File: src/rtl/linked_list_rd_ctrl_pkg.sv
// linked_list_pkg: shared widths, node layout and read-FSM state encoding for the linked-list controllers.
package linked_list_pkg;
  localparam int WR_ADDR_WD  = 8;
  localparam int PAYLOAD_WD  = 24;
  localparam int WR_DATA_WD  = WR_ADDR_WD + PAYLOAD_WD;
  localparam int DATA_DEPTH  = 1 << WR_ADDR_WD;
  localparam int MAX_LEN_WD  = 9;
  localparam int TIMEOUT_CYC = 16;
  localparam logic [WR_ADDR_WD-1:0] NULL_PTR = '1;
  typedef struct packed {
    logic [WR_ADDR_WD-1:0] next_ptr;
    logic [PAYLOAD_WD-1:0] payload;
  } ll_node_t;
  typedef enum logic [2:0] {IDLE = 3'd0, ISSUE = 3'd1, WAIT = 3'd2, OUT = 3'd3, DONE = 3'd4} ll_rd_state_e;
endpackage

File: src/rtl/linked_list_rd_ctrl_if.sv
// linked_list_rd_ctrl_if: traversal request, memory read port, payload stream and status of the read controller.
interface linked_list_rd_ctrl_if;
  import linked_list_pkg::*;
  logic                  trav_start;
  logic [WR_ADDR_WD-1:0] trav_head;
  logic [MAX_LEN_WD-1:0] trav_max_len;
  logic                  rd_vld;
  logic [WR_ADDR_WD-1:0] rd_addr;
  logic [WR_DATA_WD-1:0] rd_data;
  logic                  rd_data_out_vld;
  logic                  out_vld;
  logic                  out_ready;
  logic [PAYLOAD_WD-1:0] out_data;
  logic                  out_last;
  logic                  busy;
  logic                  done;
  logic                  err;
  logic [MAX_LEN_WD-1:0] node_cnt;
  modport master (
    input  trav_start, trav_head, trav_max_len, rd_data, rd_data_out_vld, out_ready,
    output rd_vld, rd_addr, out_vld, out_data, out_last, busy, done, err, node_cnt
  );
  modport slave (
    output trav_start, trav_head, trav_max_len, rd_data, rd_data_out_vld, out_ready,
    input  rd_vld, rd_addr, out_vld, out_data, out_last, busy, done, err, node_cnt
  );
endinterface

File: src/rtl/linked_list_rd_out_stage.sv
// linked_list_rd_out_stage: single-entry payload register, held stable while valid until the consumer takes it.
module linked_list_rd_out_stage
  import linked_list_pkg::*;
(
  input  logic                  clk,
  input  logic                  reset_n,
  input  logic                  load,
  input  logic [PAYLOAD_WD-1:0] load_data,
  input  logic                  load_last,
  input  logic                  ready,
  output logic                  vld,
  output logic [PAYLOAD_WD-1:0] data,
  output logic                  last,
  output logic                  fire
);
  assign fire = vld & ready;
  always_ff @(posedge clk or negedge reset_n) begin
    if (!reset_n) begin
      vld  <= 1'b0;
      data <= '0;
      last <= 1'b0;
    end else if (load) begin
      vld  <= 1'b1;
      data <= load_data;
      last <= load_last;
    end else if (fire) begin
      vld  <= 1'b0;
      last <= 1'b0;
    end
  end
endmodule

File: src/rtl/linked_list_rd_ctrl.sv
// linked_list_rd_ctrl: walks a linked list from a head pointer and streams each node payload, flagging the last.
// Optional LL_RD_TIMEOUT_EN adds a watchdog that aborts with err when a memory response never arrives.
module linked_list_rd_ctrl
  import linked_list_pkg::*;
(
  input logic clk,
  input logic reset_n,
  linked_list_rd_ctrl_if.master bus
);
  ll_rd_state_e          state;
  logic [WR_ADDR_WD-1:0] cur_ptr;
  logic [MAX_LEN_WD-1:0] limit;
  logic [MAX_LEN_WD-1:0] cnt;
  logic                  err_pend;
  ll_node_t              node;
  logic                  at_lim;
  logic                  fire;
  logic                  tmo;
  assign node   = ll_node_t'(bus.rd_data);
  assign at_lim = (cnt + MAX_LEN_WD'(1)) == limit;
`ifdef LL_RD_TIMEOUT_EN
  localparam int TW = $clog2(TIMEOUT_CYC);
  logic [TW-1:0] tmo_cnt;
  always_ff @(posedge clk or negedge reset_n) begin
    if (!reset_n) tmo_cnt <= '0;
    else          tmo_cnt <= (state == WAIT) ? tmo_cnt + TW'(1) : '0;
  end
  assign tmo = (state == WAIT) && !bus.rd_data_out_vld && (tmo_cnt == TW'(TIMEOUT_CYC - 1));
`else
  assign tmo = 1'b0;
`endif
  always_ff @(posedge clk or negedge reset_n) begin
    if (!reset_n) begin
      state    <= IDLE;
      cur_ptr  <= '0;
      limit    <= '0;
      cnt      <= '0;
      err_pend <= 1'b0;
    end else begin
      case (state)
        IDLE: if (bus.trav_start) begin
          cnt      <= '0;
          err_pend <= 1'b0;
          cur_ptr  <= bus.trav_head;
          limit    <= (bus.trav_max_len == '0) ? '1 : bus.trav_max_len;
          state    <= (bus.trav_head == NULL_PTR) ? DONE : ISSUE;
        end
        ISSUE: state <= WAIT;
        WAIT: if (bus.rd_data_out_vld) begin
          cur_ptr  <= node.next_ptr;
          err_pend <= (node.next_ptr != NULL_PTR) && at_lim;
          state    <= OUT;
        end else if (tmo) begin
          err_pend <= 1'b1;
          state    <= DONE;
        end
        OUT: if (fire) begin
          cnt   <= cnt + MAX_LEN_WD'(1);
          state <= bus.out_last ? DONE : ISSUE;
        end
        default: state <= IDLE;
      endcase
    end
  end
  assign bus.rd_vld   = state == ISSUE;
  assign bus.rd_addr  = cur_ptr;
  assign bus.busy     = state != IDLE;
  assign bus.done     = state == DONE;
  assign bus.err      = (state == DONE) && err_pend;
  assign bus.node_cnt = cnt;
  // the limit check rides with the capture so the node at the limit is emitted as last
  linked_list_rd_out_stage u_out (
    .clk       (clk),
    .reset_n   (reset_n),
    .load      ((state == WAIT) && bus.rd_data_out_vld),
    .load_data (node.payload),
    .load_last ((node.next_ptr == NULL_PTR) || at_lim),
    .ready     (bus.out_ready),
    .vld       (bus.out_vld),
    .data      (bus.out_data),
    .last      (bus.out_last),
    .fire      (fire)
  );
endmodule

File: src/flat_wrapper.sv
// flat-port wrapper written by rule: the top's interface ports become plain ports
module linked_list_rd_ctrl_flat import linked_list_pkg::*;
  (clk, reset_n, bus_trav_start, bus_trav_head, bus_trav_max_len, bus_rd_data, bus_rd_data_out_vld, bus_out_ready, bus_rd_vld, bus_rd_addr, bus_out_vld, bus_out_data, bus_out_last, bus_busy, bus_done, bus_err, bus_node_cnt);
  linked_list_rd_ctrl_if bus_i ();
  input logic clk;
  input logic reset_n;
  input wire logic [$bits(bus_i.trav_start)-1:0] bus_trav_start;
  input wire logic [$bits(bus_i.trav_head)-1:0] bus_trav_head;
  input wire logic [$bits(bus_i.trav_max_len)-1:0] bus_trav_max_len;
  input wire logic [$bits(bus_i.rd_data)-1:0] bus_rd_data;
  input wire logic [$bits(bus_i.rd_data_out_vld)-1:0] bus_rd_data_out_vld;
  input wire logic [$bits(bus_i.out_ready)-1:0] bus_out_ready;
  output wire logic [$bits(bus_i.rd_vld)-1:0] bus_rd_vld;
  output wire logic [$bits(bus_i.rd_addr)-1:0] bus_rd_addr;
  output wire logic [$bits(bus_i.out_vld)-1:0] bus_out_vld;
  output wire logic [$bits(bus_i.out_data)-1:0] bus_out_data;
  output wire logic [$bits(bus_i.out_last)-1:0] bus_out_last;
  output wire logic [$bits(bus_i.busy)-1:0] bus_busy;
  output wire logic [$bits(bus_i.done)-1:0] bus_done;
  output wire logic [$bits(bus_i.err)-1:0] bus_err;
  output wire logic [$bits(bus_i.node_cnt)-1:0] bus_node_cnt;
  assign bus_i.trav_start = bus_trav_start;
  assign bus_i.trav_head = bus_trav_head;
  assign bus_i.trav_max_len = bus_trav_max_len;
  assign bus_i.rd_data = bus_rd_data;
  assign bus_i.rd_data_out_vld = bus_rd_data_out_vld;
  assign bus_i.out_ready = bus_out_ready;
  assign bus_rd_vld = bus_i.rd_vld;
  assign bus_rd_addr = bus_i.rd_addr;
  assign bus_out_vld = bus_i.out_vld;
  assign bus_out_data = bus_i.out_data;
  assign bus_out_last = bus_i.out_last;
  assign bus_busy = bus_i.busy;
  assign bus_done = bus_i.done;
  assign bus_err = bus_i.err;
  assign bus_node_cnt = bus_i.node_cnt;
  linked_list_rd_ctrl u_core (.clk(clk), .reset_n(reset_n), .bus(bus_i));
endmodule
File: config.mk
export PLATFORM = sky130hd
export DESIGN_NAME = linked_list_rd_ctrl_flat
export DESIGN_NICKNAME = d
export VERILOG_FILES = /design/src/rtl/linked_list_rd_ctrl_pkg.sv /design/src/rtl/linked_list_rd_ctrl_if.sv /design/src/rtl/linked_list_rd_out_stage.sv /design/src/rtl/linked_list_rd_ctrl.sv /design/src/flat_wrapper.sv
export SDC_FILE = /design/constraint.sdc
export NUM_CORES = 1
export LEC_CHECK = 0
export CORE_ASPECT_RATIO = 0.8
export CORE_MARGIN = 5
export CORE_UTILIZATION = 47
export DETAILED_ROUTE_END_ITERATION = 16
export PLACE_DENSITY_LB_ADDON = 0.3
export SYNTH_ARGS = -nofsm -noshare
export SYNTH_HDL_FRONTEND = slang
export SYNTH_SLANG_ARGS = --single-unit
File: constraint.sdc
create_clock -name clk -period 4.1 [get_ports clk]
set_input_delay 0.615 -clock clk [delete_from_list [all_inputs] [get_ports clk]]
set_output_delay 0.615 -clock clk [all_outputs]
set_load 0.01 [all_outputs]
==> results summary <==
For this block, the routed nets add up to ~6500 um of wire. Counting both buffers and inverters, the worst setup path holds a total of 1. The analysis attributes to cell leakage a power of between 0.0015 and 0.002 uW. The number of inserted diodes came out at 0.

The total number of yosys warnings is 0. STA classifies the critical path endpoint as a primary output. The number of vias per cell after detailed routing is 5.203. The count of boundary I/O pins came out at between 100 and 150. After floorplanning, the core was divided into 24 placement rows. Along the worst path, the maximum fanout reaches 10.

The category of the critical setup timing path is register to primary output. The flip-flop and latch area is 0.001401 sq mm. The total die area is 0.007243 sq mm. The flow ran to the end, and the final reports show no timing, DRC or antenna violations. sky130_fd_sc_hd__dfrtp_1 is the most common cell in the netlist.

The maximum frequency from static timing analysis is between 400 and 500 MHz. The routed layout has 2123 vias. The final setup violation count came out at 0.

The number of fill cells is around 430. The DRC violation count after routing is 0. The max-slew violation count is 0. Dividing the final minimum period by the clock period gives 0.5934. The count of port buffers added during placement is 100. The die boundary height came out at 77.13 um. No sink is reached through more buffers than the 2 on the longest clock path. Sorting the synthesized cells by how often they occur yields sky130_fd_sc_hd__dfrtp_1, sky130_fd_sc_hd__nand2_1, sky130_fd_sc_hd__mux2_2.

Clock skew on the completed layout was measured at ~0.0034 ns. The post-route setup TNS is 0 ns. The tightest min-delay check is of the input pin to asynchronous set/reset pin type. The post-DP HPWL is 5001 um.

The core area is 0.005465 sq mm. The detail route stage leaves a number of antenna-violating nets equal to 0. The signal on the critical path passes through nor2_1, and3_1, clkdlybuf4s50_1. The share of async-settable or async-resettable flops after synthesis is 1.000. Relative to the synthesized area, the layout overhead comes to 43.43%. The cell count after synthesis came out at about 230.

The synthesized netlist occupies a cell area of 0.002648 sq mm. The number of setup buffers added after CTS is 0. Clock latency on the worst-skew pair, taken at its later pin, is 0.30 ns. The number of H-tree levels came out at 2. After detailed routing, the average wire length per cell comes to 15.92 um. The total clock buffers created by CTS is 5.

Sorting the synthesized cells by area gives the leading types as sky130_fd_sc_hd__dfrtp_1, sky130_fd_sc_hd__mux2_2, sky130_fd_sc_hd__o21ai_0, sky130_fd_sc_hd__mux2i_1, sky130_fd_sc_hd__nand2_1. The synthesized design spends more area on one cell type than any other, namely sky130_fd_sc_hd__dfrtp_1. The power density of the placed cells came out at 627.0 mW/mm^2. The global-route wire length before repair came out at about 11000 um. The number of resized instances in the post-cts repair step came out at 0. Measured on the finished design, the core utilization comes to 0.6948. The post-synthesis area per instance came out at between 10 and 15 sq um. The number of synthesized register bits is 56.

The starting density of the core is 0.4844. Clock-pin slew was measured on the worst setup and hold paths at 0.10 ns. The number of enable flip-flop cells after synthesis is 0. Among all stages on the critical path, the largest delay is contributed by sky130_fd_sc_hd__clkdlybuf4s50_1. The number of nets handed over by synthesis was about 280.

For this run, the slowest stage of the critical path takes roughly 0.53 ns. The detailed router finished its first iteration with between 70 and 80 violations. The worst setup path is launched from a register. The overall overflow remaining after global route came out at 0.

The number of nets in the finished design came out at around 380. On the critical path the largest part of the delay comes from buffers and inverters. In the global route stage, overall resource usage came out at 0.1915. The arrival time at the worst endpoint came out at approximately 1.8 ns.

In this run the horizontal extent of the chip is between 90 and 100 um. The worst-margin pin slew came out at about 0.77 ns. The TritonCTS clock tree is yes. The path length in cells of the critical path came out at 3.

The first-pass iteration count of the detailed router is 4. The worst slew slack as a fraction of its limit came out at 0.4872. The number of maximum-capacitance constraint violations came out at 0. At the end of routability-driven placement, the weighted congestion stood at 0.8213. Of the cells placed in the final design, the portion with a size suffix greater than 1 is 0.1455.

The top cell type's share of synthesized area is 0.5293. The predominant post-synthesis flop cell is sky130_fd_sc_hd__dfrtp_1. At the worst endpoint, the required time is about 3.5 ns. In this run, distinct cell masters in the synthesized netlist total 43. For the finished layout, the period the worst path requires is roughly 2.4 ns. The maximum ir drop on the vdd rail came out at approximately 0.00035 V.

The CTS sink count came out at 56. The count of hold-fix buffers inserted at cts came out at 0. The number of hold violations in the final report came to 0. The sequential area share after synthesis came out at 0.5293.

The combined area of the multi-input logic cells came out at 0.001189 sq mm. The depth of the worst register-to-register path is 5. The via count of the first global-routing pass is between 2000 and 2500.

The initial antenna violation count came out at 0. Setup repair after global routing left no endpoint under its margin. The largest net degree at the start of global routing came out at between 50 and 60. In this run the clock root is driven by a sky130_fd_sc_hd__clkbuf_8.
[path summary, 6_finish.rpt]
path	from	slack [ns]	to
worst max register to register	u_core.state[1]$_DFFE_PN0P_	1.77	u_core.bus.node_cnt[6]$_DFFE_PN0P_
worst min-delay path	reset_n	0.43	u_core.u_out.data[14]$_DFFE_PN0P_
worst max-delay path	u_core.state[1]$_DFFE_PN0P_	1.67	bus_err
min in group clk	u_core.bus.rd_addr[3]$_DFFE_PN0P_	0.49	u_core.bus.rd_addr[3]$_DFFE_PN0P_
max in group asynchronous	reset_n	3.21	u_core.limit[2]$_DFFE_PN0P_
worst min register to register	u_core.bus.rd_addr[3]$_DFFE_PN0P_	0.49	u_core.bus.rd_addr[3]$_DFFE_PN0P_
[kinds of logic after synthesis]
kind of cell	count (synthesis)	synth area share
xor gates and xnor gates	14	0.04631
muxes	34	0.1399
and+or+nand+nor	70	0.1508
DFF	56	0.5293
AOI/OAI and AO/OA	43	0.1073
buffers and inverters	11	0.02174
adders and majority gates	1	0.004725
[report_power, final]
part	switching, uW	internal, uW	leakage, uW
registers	179	782	0.000680
logic	460	657	0.000801
clock network	181	123	0.0000485
[flip-flops by register name, indices dropped and copies added (netlist names)]
name	flops
u_core.state	3
u_core.u_out.last	1
u_core.u_out.data	24
u_core.err_pend	1
u_core.bus.node_cnt	9
u_core.limit	9
u_core.u_out.vld	1
u_core.bus.rd_addr	8
[stage by stage]
| stage | instance area, sq um | cells | total power, uW | hold slack, ns | setup slack [ns] |
|---|---|---|---|---|---|
| floorplan | 2648 | 229 | 1552 | 0.3194 | 2.251 |
| global placement | 3706 | 400 | 2057 | 0.4628 | 1.609 |
| detailed placement | 3706 | 400 | 2096 | 0.4720 | 1.563 |
| CTS | 3797 | 408 | 2409 | 0.4563 | 1.655 |
| global route | 3797 | 408 | 2555 | 0.4798 | 1.520 |
| finish | 3797 | 408 | 2381 | 0.4288 | 1.667 |
[layer usage]
metal	up-vias	routed length, um	GRT usage
li1	1028	-	-
met1	1019	2691	0.2442
met2	72	3095	0.3033
met3	4	659	0.08121
met4	0	50	0.04185
met5	-	0	0
[worst register-to-register path, stage by stage, from the launching register on]
cell,delay (ns)
sky130_fd_sc_hd__dfrtp_1,0.51
sky130_fd_sc_hd__or3_1,0.43
sky130_fd_sc_hd__nor2_1,0.60
sky130_fd_sc_hd__nor2_1,0.32
sky130_fd_sc_hd__o21ai_0,0.26
sky130_fd_sc_hd__o21ai_0,0.11
[final cells by class]
class,instances,share of cell area
repair buffers,102,0.2662
multi-input cells,162,0.3130
well taps,78,0.02570
clock inverters,3,0.005931
flip-flops and latches,56,0.3690
inverters,2,0.001977
clock buffers,5,0.01812
[cells in the final DEF, fill, tap and decap left out, drive strengths merged, types with 4 or more instances in the layout]
cell type	n
clkdlybuf4s50	99
dfrtp	56
nand2	26
mux2	24
o21ai	23
nor2	11
mux2i	10
xnor2	10
o22a	9
nand3	6
nand4	5
o31ai	5
clkbuf	5
xor2	4
nor4	4
and2	4
Power figures use the tool's default switching activity.
